--- src/rtl/expander_core.sv ---
// -----------------------------------------------------------------------------
// expander_core
//
// Combinational symbol decoder for the EBPC bit-plane expander. The next
// variable-length symbol sits MSB-aligned in data_i; this block classifies
// its prefix and produces the decoded DBX (or DBP) word, the zero-run
// extension and the symbol length class. It holds no state.
//
// Symbol prefixes, checked in priority order from data_i[DATA_W-1] down:
//   1        + 7 bits : uncompressed DBX
//   01                : single zero DBX
//   001      + r      : run of r+1 zero DBXs
//   00000             : all-ones DBX
//   00001             : DBP equal to zero
//   00010    + p      : two consecutive ones at bits p and p+1
//   00011    + p      : single one at bit p
//
// Ports:
//   clk_i      in   1              system clock (no state is clocked)
//   rst_ni     in   1              async active-low reset (no state to reset)
//   data_i     in   DATA_W         bit-stream window, symbol at MSB
//   zeros_o    out  LOG_DATA_W     extra zero DBXs beyond the current one
//   len_o      out  symb_len_t     symbol length class
//   dbx_dbp_o  out  BLOCK_SIZE-1   decoded DBX, or DBP when is_dbp_o=1
//   is_dbp_o   out  1              dbx_dbp_o carries a DBP
// -----------------------------------------------------------------------------

package ebpc_pkg;
  parameter int unsigned DATA_W     = 8;
  parameter int unsigned LOG_DATA_W = $clog2(DATA_W);
  parameter int unsigned BLOCK_SIZE = 8;
  parameter int unsigned LOGN       = $clog2(BLOCK_SIZE - 1);

  // Lengths: 2, 3+LOG_DATA_W, 5, 5+LOGN and BLOCK_SIZE bits respectively.
  typedef enum logic [2:0] {
    TWO,
    THREE_PLUS_LOGM,
    FIVE,
    FIVE_PLUS_LOGN,
    UNCOMPRESSED
  } symb_len_t;
endpackage

module expander_core
  import ebpc_pkg::*;
(
  input  logic                    clk_i,
  input  logic                    rst_ni,
  input  logic [DATA_W-1:0]       data_i,
  output logic [LOG_DATA_W-1:0]   zeros_o,
  output symb_len_t               len_o,
  output logic [BLOCK_SIZE-2:0]   dbx_dbp_o,
  output logic                    is_dbp_o
);

  // ---------------------------------------------------------------------------
  // Elaboration-time sanity checks: every symbol must fit in the window.
  // ---------------------------------------------------------------------------
  if (DATA_W < BLOCK_SIZE) begin : g_chk_block
    $error("expander_core: DATA_W must be >= BLOCK_SIZE");
  end
  if (DATA_W < 5 + LOGN) begin : g_chk_logn
    $error("expander_core: DATA_W must be >= 5+LOGN");
  end
  if (DATA_W < 3 + LOG_DATA_W) begin : g_chk_logm
    $error("expander_core: DATA_W must be >= 3+LOG_DATA_W");
  end

  // Clock and reset are part of the interface for pipeline integration only;
  // the decode is purely combinational and ignores them.
  logic unused_clk_rst;
  assign unused_clk_rst = clk_i ^ rst_ni;

  // ---------------------------------------------------------------------------
  // Field extraction
  // ---------------------------------------------------------------------------
  logic [LOG_DATA_W-1:0] run_len;   // r field after "001"
  logic [LOGN-1:0]       pos;       // p field after "0001x"

  assign run_len = data_i[DATA_W-4 -: LOG_DATA_W];
  assign pos     = data_i[DATA_W-6 -: LOGN];

  // One-hot for bit p in a vector wide enough for every p value plus one
  // guard bit; the guard absorbs p+1 in the two-ones case, and anything at or
  // above BLOCK_SIZE-1 is simply cut off when slicing to the output width.
  logic [(1<<LOGN):0] one_hot;
  logic [(1<<LOGN):0] two_hot;

  always_comb begin
    one_hot = {{(1<<LOGN){1'b0}}, 1'b1} << pos;
    two_hot = one_hot | (one_hot << 1);
  end

  // ---------------------------------------------------------------------------
  // Prefix decode
  // ---------------------------------------------------------------------------
  always_comb begin
    zeros_o   = '0;
    len_o     = FIVE;
    dbx_dbp_o = '0;
    is_dbp_o  = 1'b0;

    if (data_i[DATA_W-1]) begin
      len_o     = UNCOMPRESSED;
      dbx_dbp_o = data_i[DATA_W-2 -: BLOCK_SIZE-1];
    end else if (data_i[DATA_W-2]) begin
      len_o = TWO;
    end else if (data_i[DATA_W-3]) begin
      len_o   = THREE_PLUS_LOGM;
      zeros_o = run_len;
    end else if (!data_i[DATA_W-4]) begin
      len_o = FIVE;
      if (data_i[DATA_W-5]) begin
        is_dbp_o = 1'b1;             // "00001": DBP of zero
      end else begin
        dbx_dbp_o = '1;              // "00000": all-ones DBX
      end
    end else begin
      len_o = FIVE_PLUS_LOGN;
      if (data_i[DATA_W-5]) begin
        dbx_dbp_o = one_hot[BLOCK_SIZE-2:0];   // "00011": single one
      end else begin
        dbx_dbp_o = two_hot[BLOCK_SIZE-2:0];   // "00010": two ones
      end
    end
  end

endmodule

--- config.mk ---
export PLATFORM = sky130hd
export DESIGN_NAME = expander_core
export DESIGN_NICKNAME = d
export VERILOG_FILES = /design/src/rtl/expander_core.sv
export SDC_FILE = /design/constraint.sdc
export NUM_CORES = 1
export LEC_CHECK = 0
export BUFFER_PORTS_ARGS = -buffer_cell sky130_fd_sc_hd__buf_2
export CAP_MARGIN = 20
export CORE_AREA = 2 2 39 41
export DETAILED_ROUTE_END_ITERATION = 10
export DIE_AREA = 0 0 41 43
export SYNTH_ARGS = -nofsm -noshare
export SYNTH_HDL_FRONTEND = slang
export SYNTH_SLANG_ARGS = --single-unit
--- constraint.sdc ---
create_clock -name vclk -period 1.15
set_clock_uncertainty 0.15 [all_clocks]
set_input_delay 0.0575 -clock vclk [all_inputs]
set_output_delay 0.0575 -clock vclk [all_outputs]
set_load 0.05 [all_outputs]
Word-level counts from Yosys, hierarchy flattened
Cells that the tools add are included.
{ "word_totals": {"ram_bits": 0, "rom_bits": 0, "out_inout_bits": 14, "mem_count": 0, "register_bits": 0, "latch_bits": 0, "inputBits": 10, "word_cells": 20} }
{ "op_classes": {"n_div": 0, "bitwise_logic": 1, "muxes": 18, "multipliers": 0, "reduce_logical": 0, "n_eq_ne": 0, "n_lt_le_gt_ge": 0, "shifts": 1, "addsub": 0} }
{ "op_table": {"columns": ["cell", "n"], "rows": [
  ["two-way mux 7 bit", 6],
  ["two-way mux 3 bit", 4],
  ["bitwise OR 7 bit", 1],
  ["<< shifter 1 x 3 -> 7 bit (first input constant)", 1],
  ["two-way mux 1 bit", 6],
  ["two-way mux 2 bit", 2]
]} }

Longest topological paths before layout
Gate-level depths: netlist (run 1).
{ "depth": {"depth_word": 7, "depth_mapped": 5, "depth_no_buf": 4} }

Worst setup path before layout (run 1)
OpenSTA, ideal clock, no wires.
{ "synth_timing": {"path_type": "input-to-output", "startpoint": "input data_i[7]", "endpoint": "output dbx_dbp_o[2]", "slack_ps": -835, "arrival_time_ps": 1778, "n_path_buf": 1, "path_stages": 3, "required_time_ps": 942, "cell_sequence": "buf_6 > or3_4 > o311ai_1"} }
{ "synth_between": {"elab_chain_len": 1} }
{ "synth_rtl": {"columns": ["element", "line_no", "source"], "rows": [
  ["start: declaration", "49", "input logic [DATA_W-1:0] data_i,"],
  ["two-way mux 7 bit", "103", "if (data_i[DATA_W-1]) begin"],
  ["end: declaration", "52", "output logic [BLOCK_SIZE-2:0] dbx_dbp_o,"]
]} }
No other way between the ends.

Worst setup path after layout (run 1)
{ "layout_timing": {"startpoint": "input data_i[6]", "endpoint": "output dbx_dbp_o[2]"} }
{ "layout_between": {"elab_chain_len": 2} }
{ "layout_rtl": {"columns": ["element", "line_no", "source"], "rows": [
  ["two-way mux 7 bit", "106", "end else if (data_i[DATA_W-2]) begin"],
  ["two-way mux 7 bit", "103", null]
]} }
No other way between the ends.

==> results.sh, run 1 <==
export IMPL_antenna_found_initial=0
export IMPL_cp_start_kind="input pin"
export IMPL_first_global_vias=415
export IMPL_ant_nets=0
export IMPL_fmax_ghz=0.703
export IMPL_violations="setup timing"
export IMPL_die_y_um=43
export IMPL_drive_above_1_share_pct=71.8
export IMPL_cp_max_fo=3
export IMPL_synth_distinct_cells=20
export IMPL_crit_type="input pin to primary output"
export IMPL_wire_per_inst_um=11.5
export IMPL_postRouteWirelength_um=997
export IMPL_power_frac_comb_pct=100.0
export IMPL_rows=14
export IMPL_grt_overflow=0
export IMPL_nets=83
export IMPL_power_internal_mw=0.145
export IMPL_port_buffers=22
export IMPL_critPathLaunch="data_i[6]"
export IMPL_hp_class="input pin to primary output"
export IMPL_finalSetupViolations=9
export IMPL_route_detailed_drc=0
export IMPL_setup_tns_ps=-1630
export IMPL_hold_ws_ps=406
export IMPL_n_antenna_cell=0
export IMPL_nFlopsAndLatches=0
export IMPL_dieWidth_um=41
export IMPL_worst_slew_pin_slew_ps=447
export IMPL_arrival_ps=1220
export IMPL_first_pass_iters=2
export IMPL_swShare_pct=55.9
export IMPL_vias=412
export IMPL_rsz0062_at_grt="yes"
export IMPL_syn_num_nets=48
export IMPL_ir_drop_mv=0.216
export IMPL_grt_max_degree=10
export IMPL_period_share_pct=124
export IMPL_synthCells=38
export IMPL_switching_power_mw=0.184
export IMPL_cp_required_ps=940
export IMPL_max_slew_margin_pct=70.2
export IMPL_core_um2=1380
export IMPL_synth_warnings=0
export IMPL_die_area_um2=1760
export IMPL_multi_input_comb_area_um2=320
export IMPL_slew_violations=0
export IMPL_fin_area_um2=668
export IMPL_grtUsageTotal_pct=12.9
export IMPL_ys_seq_area_share_pct=0
export IMPL_fin_util_pct=48.3
export IMPL_p_clk_share_pct=0
export IMPL_maxCapViolCount=0
export IMPL_syn_area_um2=267
export IMPL_area_growth_pct=151
export IMPL_initial_core_util_pct=19.3
export IMPL_io_pins=24
export IMPL_dp_hpwl_um=803
export IMPL_fin_ws_ps=-273
export IMPL_dp_slack_ps=-398
export IMPL_vias_per_cell=4.74
export IMPL_pwr_share_seq_pct=0
export IMPL_outcome="finished with violations"
export IMPL_cp_end_kind="primary output"
export IMPL_gp_congestion=0.765
export IMPL_synth_avg_cell_area_um2=7.01
export IMPL_clockBufferCount=0
export IMPL_p_per_area_nw_per_um2=492
export IMPL_place_area_um2=544
export IMPL_leakagePower_nw=0.329
export IMPL_hold_buffers=0
export IMPL_fin_crit_ps=1420
export IMPL_fillCellCount=131
export IMPL_cp_endpoint="dbx_dbp_o[2]"
export IMPL_drt_initial_drc_count=2
export IMPL_hold_violations=0
export IMPL_grt_pass1_wl_mm=1.71
export IMPL_regArea_um2=0
-- per-layer routing --
layer | global-route usage [%] | up-vias | wire (um)
met1 | 15.6 | 190 | 399
met4 | 0 | 0 | 0
li1 | - | 211 | -
met2 | 24.1 | 11 | 540
met5 | 0 | - | 0
met3 | 1.57 | 0 | 58
-- area by class of cell --
class / instances / area share, %
inverters: 1 / 1.12
multi-input cells: 34 / 47.9
well taps: 16 / 3.00
repair buffers: 36 / 47.9
-- cells in the mapped netlist, drive strengths merged, types with 2 or more instances --
library cell / instances / share of area [%]
nor2: 3 / 4.2
and3: 3 / 7.0
o211ai: 2 / 9.4
a22o: 4 / 15
nand2b: 4 / 9.4
o31ai: 2 / 5.6
or3: 2 / 8.5
a21oi: 2 / 3.8
buf: 3 / 8.9
nand2: 5 / 7.0
-- how the worst min path moves through the flow --
stage	cells after the start	start	to
2_1_floorplan	1	data_i[7]	len_o[2]
3_3_place_gp	3	data_i[7]	len_o[2]
3_5_place_dp	3	data_i[7]	len_o[2]
4_1_cts	3	data_i[3]	dbx_dbp_o[3]
5_1_grt	3	data_i[3]	dbx_dbp_o[3]
6_report	3	data_i[3]	dbx_dbp_o[3]
-- power groups by stage --
stage | combinational [mW] | sequential [mW] | clock (mW)
5_1_grt | 0.345 | 0 | 0
3_5_place_dp | 0.275 | 0 | 0
6_report | 0.328 | 0 | 0
3_3_place_gp | 0.273 | 0 | 0
4_1_cts | 0.324 | 0 | 0
2_1_floorplan | 0.193 | 0 | 0
-- per-stage QoR --
step / power, mW / cells
6_report: 0.328 / 87
5_1_grt: 0.345 / 87
4_1_cts: 0.324 / 87
3_5_place_dp: 0.275 / 86
3_3_place_gp: 0.273 / 86
2_1_floorplan: 0.193 / 38
-- critical path, stage by stage --
cell	delay, ps
buf_6	90
or3_4	400
or3_4	390
o311ai_4	80
buf_6	190
-- logic make-up after synthesis --
group,synth area share (%)
AO/OA/AOI/OAI,45.1
buffers and inverters,10.3
AND/OR/NAND/NOR,44.6
-- timing repair --
item / in CTS / in global routing
gates resized for setup: 31 / 5
pin swaps: 0 / 1
setup endpoints to repair: 12 / 12
setup buffers: 2 / 1
-- cell usage in the layout, fill, tap and decap left out, drive strengths merged --
cell type and count:
o211ai 2, o311ai 1, nand2b 4, o22a 1, or3 2, nand2 5, o21a 1, and3b 1
clkinvlp 1, o31ai 2, and3 3, a22o 4, buf 35, and2 1, nor2b 1, o21ai 1
nor2 3, a21oi 2, clkbuf 1
(Power assumes the default switching activity.)
==> run 2: changes to the inputs <==
--- a/config.mk
+++ b/config.mk
@@ -5,11 +5,11 @@
 export SDC_FILE = /design/constraint.sdc
 export NUM_CORES = 1
 export LEC_CHECK = 0
-export BUFFER_PORTS_ARGS = -buffer_cell sky130_fd_sc_hd__buf_2
 export CAP_MARGIN = 20
 export CORE_AREA = 2 2 39 41
 export DETAILED_ROUTE_END_ITERATION = 10
 export DIE_AREA = 0 0 41 43
+export DONT_BUFFER_PORTS = 1
 export SYNTH_ARGS = -nofsm -noshare
 export SYNTH_HDL_FRONTEND = slang
 export SYNTH_SLANG_ARGS = --single-unit
==> run 2 against run 1 <==
The flow still finishes with violations (setup timing). Count of clock-buffer cells in the layout stayed put. First-iteration DRC count is 100% higher. Cell count is 26% lower. Non-clock buffer count is 23 lower. Hold slack worse by 240 ps. Global-route usage is 3.2 points lower. Critical path depth is 1 lower. Die area stayed put. Worst setup slack better by 100 ps.
==> results.sh, run 2 (synthesized netlist as in run 1, its figures left out) <==
export IMPL_initial_core_util_pct=19.3
export IMPL_hp_class="input pin to primary output"
export IMPL_dieWidth_um=41
export IMPL_rows=14
export IMPL_port_buffers=0
export IMPL_hold_ws_ps=163
export IMPL_outcome="finished with violations"
export IMPL_io_pins=24
export IMPL_postRouteWirelength_um=740
export IMPL_grt_pass1_wl_mm=1.30
export IMPL_route_detailed_drc=0
export IMPL_nFlopsAndLatches=0
export IMPL_ir_drop_mv=0.166
export IMPL_slew_violations=0
export IMPL_maxCapViolCount=0
export IMPL_wire_per_inst_um=11.6
export IMPL_violations="setup timing"
export IMPL_clockBufferCount=0
export IMPL_setup_tns_ps=-539
export IMPL_n_antenna_cell=0
export IMPL_period_share_pct=115
export IMPL_leakagePower_nw=0.213
export IMPL_dp_hpwl_um=623
export IMPL_grtUsageTotal_pct=9.73
export IMPL_regArea_um2=0
export IMPL_max_slew_margin_pct=66.9
export IMPL_first_pass_iters=4
export IMPL_fin_crit_ps=1320
export IMPL_min_delay_start="data_i[1]"
export IMPL_layout_common_cells="buf_4 (7), nand2b_1 (4), a22o_4 (4)"
export IMPL_antenna_found_initial=0
export IMPL_final_common_cell="buf_4"
export IMPL_hold_violations=0
export IMPL_core_um2=1380
export IMPL_cp_end_kind="primary output"
export IMPL_drive_above_1_share_pct=54.2
export IMPL_crit_type="input pin to primary output"
export IMPL_p_per_area_nw_per_um2=483
export IMPL_vias=326
export IMPL_drt_initial_drc_count=4
export IMPL_total_power_mw=0.236
export IMPL_finalSetupViolations=7
export IMPL_fin_area_um2=489
export IMPL_area_growth_pct=83.6
export IMPL_fmax_ghz=0.758
export IMPL_cp_required_ps=940
export IMPL_gp_congestion=0.696
export IMPL_rsz0062_at_grt="yes"
export IMPL_cp_start_kind="input pin"
export IMPL_ant_nets=0
export IMPL_vias_per_cell=5.09
export IMPL_nets=60
export IMPL_arrival_ps=1110
export IMPL_grt_overflow=0
export IMPL_place_area_um2=457
export IMPL_fin_util_pct=35.4
export IMPL_first_global_vias=296
export IMPL_grt_max_degree=11
export IMPL_cp_max_fo=3
export IMPL_die_y_um=43
export IMPL_fin_ws_ps=-170
export IMPL_worst_slew_pin_slew_ps=494
export IMPL_critPathLaunch="data_i[6]"
export IMPL_die_area_um2=1760
==> run 2: cell count changes in the layout (fill, tap and decap cells not counted), sizes merged <==
cell / change
clkbuf: -1
dlygate4sd3: +1
buf: -23
==> run 2: timing repair <==
item	4_1_cts	5_1_grt
endpoints found under the hold margin	1	0
buffers inserted	1	0
hold buffers	1	0
resized for setup	1	4
setup endpoints to repair	7	9
pin swaps	1	1
==> run 2: layer usage <==
| layer | up-vias | GRT usage, % | part of all wire, % | wire length [um] |
|---|---|---|---|---|
| met2 | 11 | 16.3 | 51 | 376 |
| li1 | 163 | - | - | - |
| met1 | 152 | 12.8 | 41 | 305 |
| met5 | - | 0 | 0 | 0 |
| met3 | 0 | 2.62 | 8.0 | 59 |
| met4 | 0 | 0 | 0 | 0 |
==> run 2: path summary, 6_finish.rpt <==
kind	endpoint	slack, ps	cells after the start
setup / recovery	dbx_dbp_o[4]	-170	4
hold / removal	dbx_dbp_o[1]	160	1
==> run 2: final cells by class <==
| cell class | instances | area [um2] |
|---|---|---|
| tap | 16 | 20.0 |
| fill | 147 | 895 |
| timing repair buffer | 13 | 149 |
| multi-input combinational | 34 | 313 |
| inverter | 1 | 7.51 |
==> run 2: where the power goes <==
part | switching, mW | total [mW] | internal [mW] | leakage (nW)
combinational | 0.140 | 0.236 | 0.0965 | 0.213
sequential | 0 | 0 | 0 | 0
clock | 0 | 0 | 0 | 0
==> run 2: metrics by stage <==
stage	worst slack [ps]	cells
after floorplan	-298	38
after global placement	-170	62
after detailed placement	-175	62
after CTS	-177	64
after global routing	-195	64
final	-170	64
==> run 2: worst max-delay path, stage by stage <==
cell      delay, ps
or3_4           390
or3_4           390
o211ai_4        110
buf_12          160
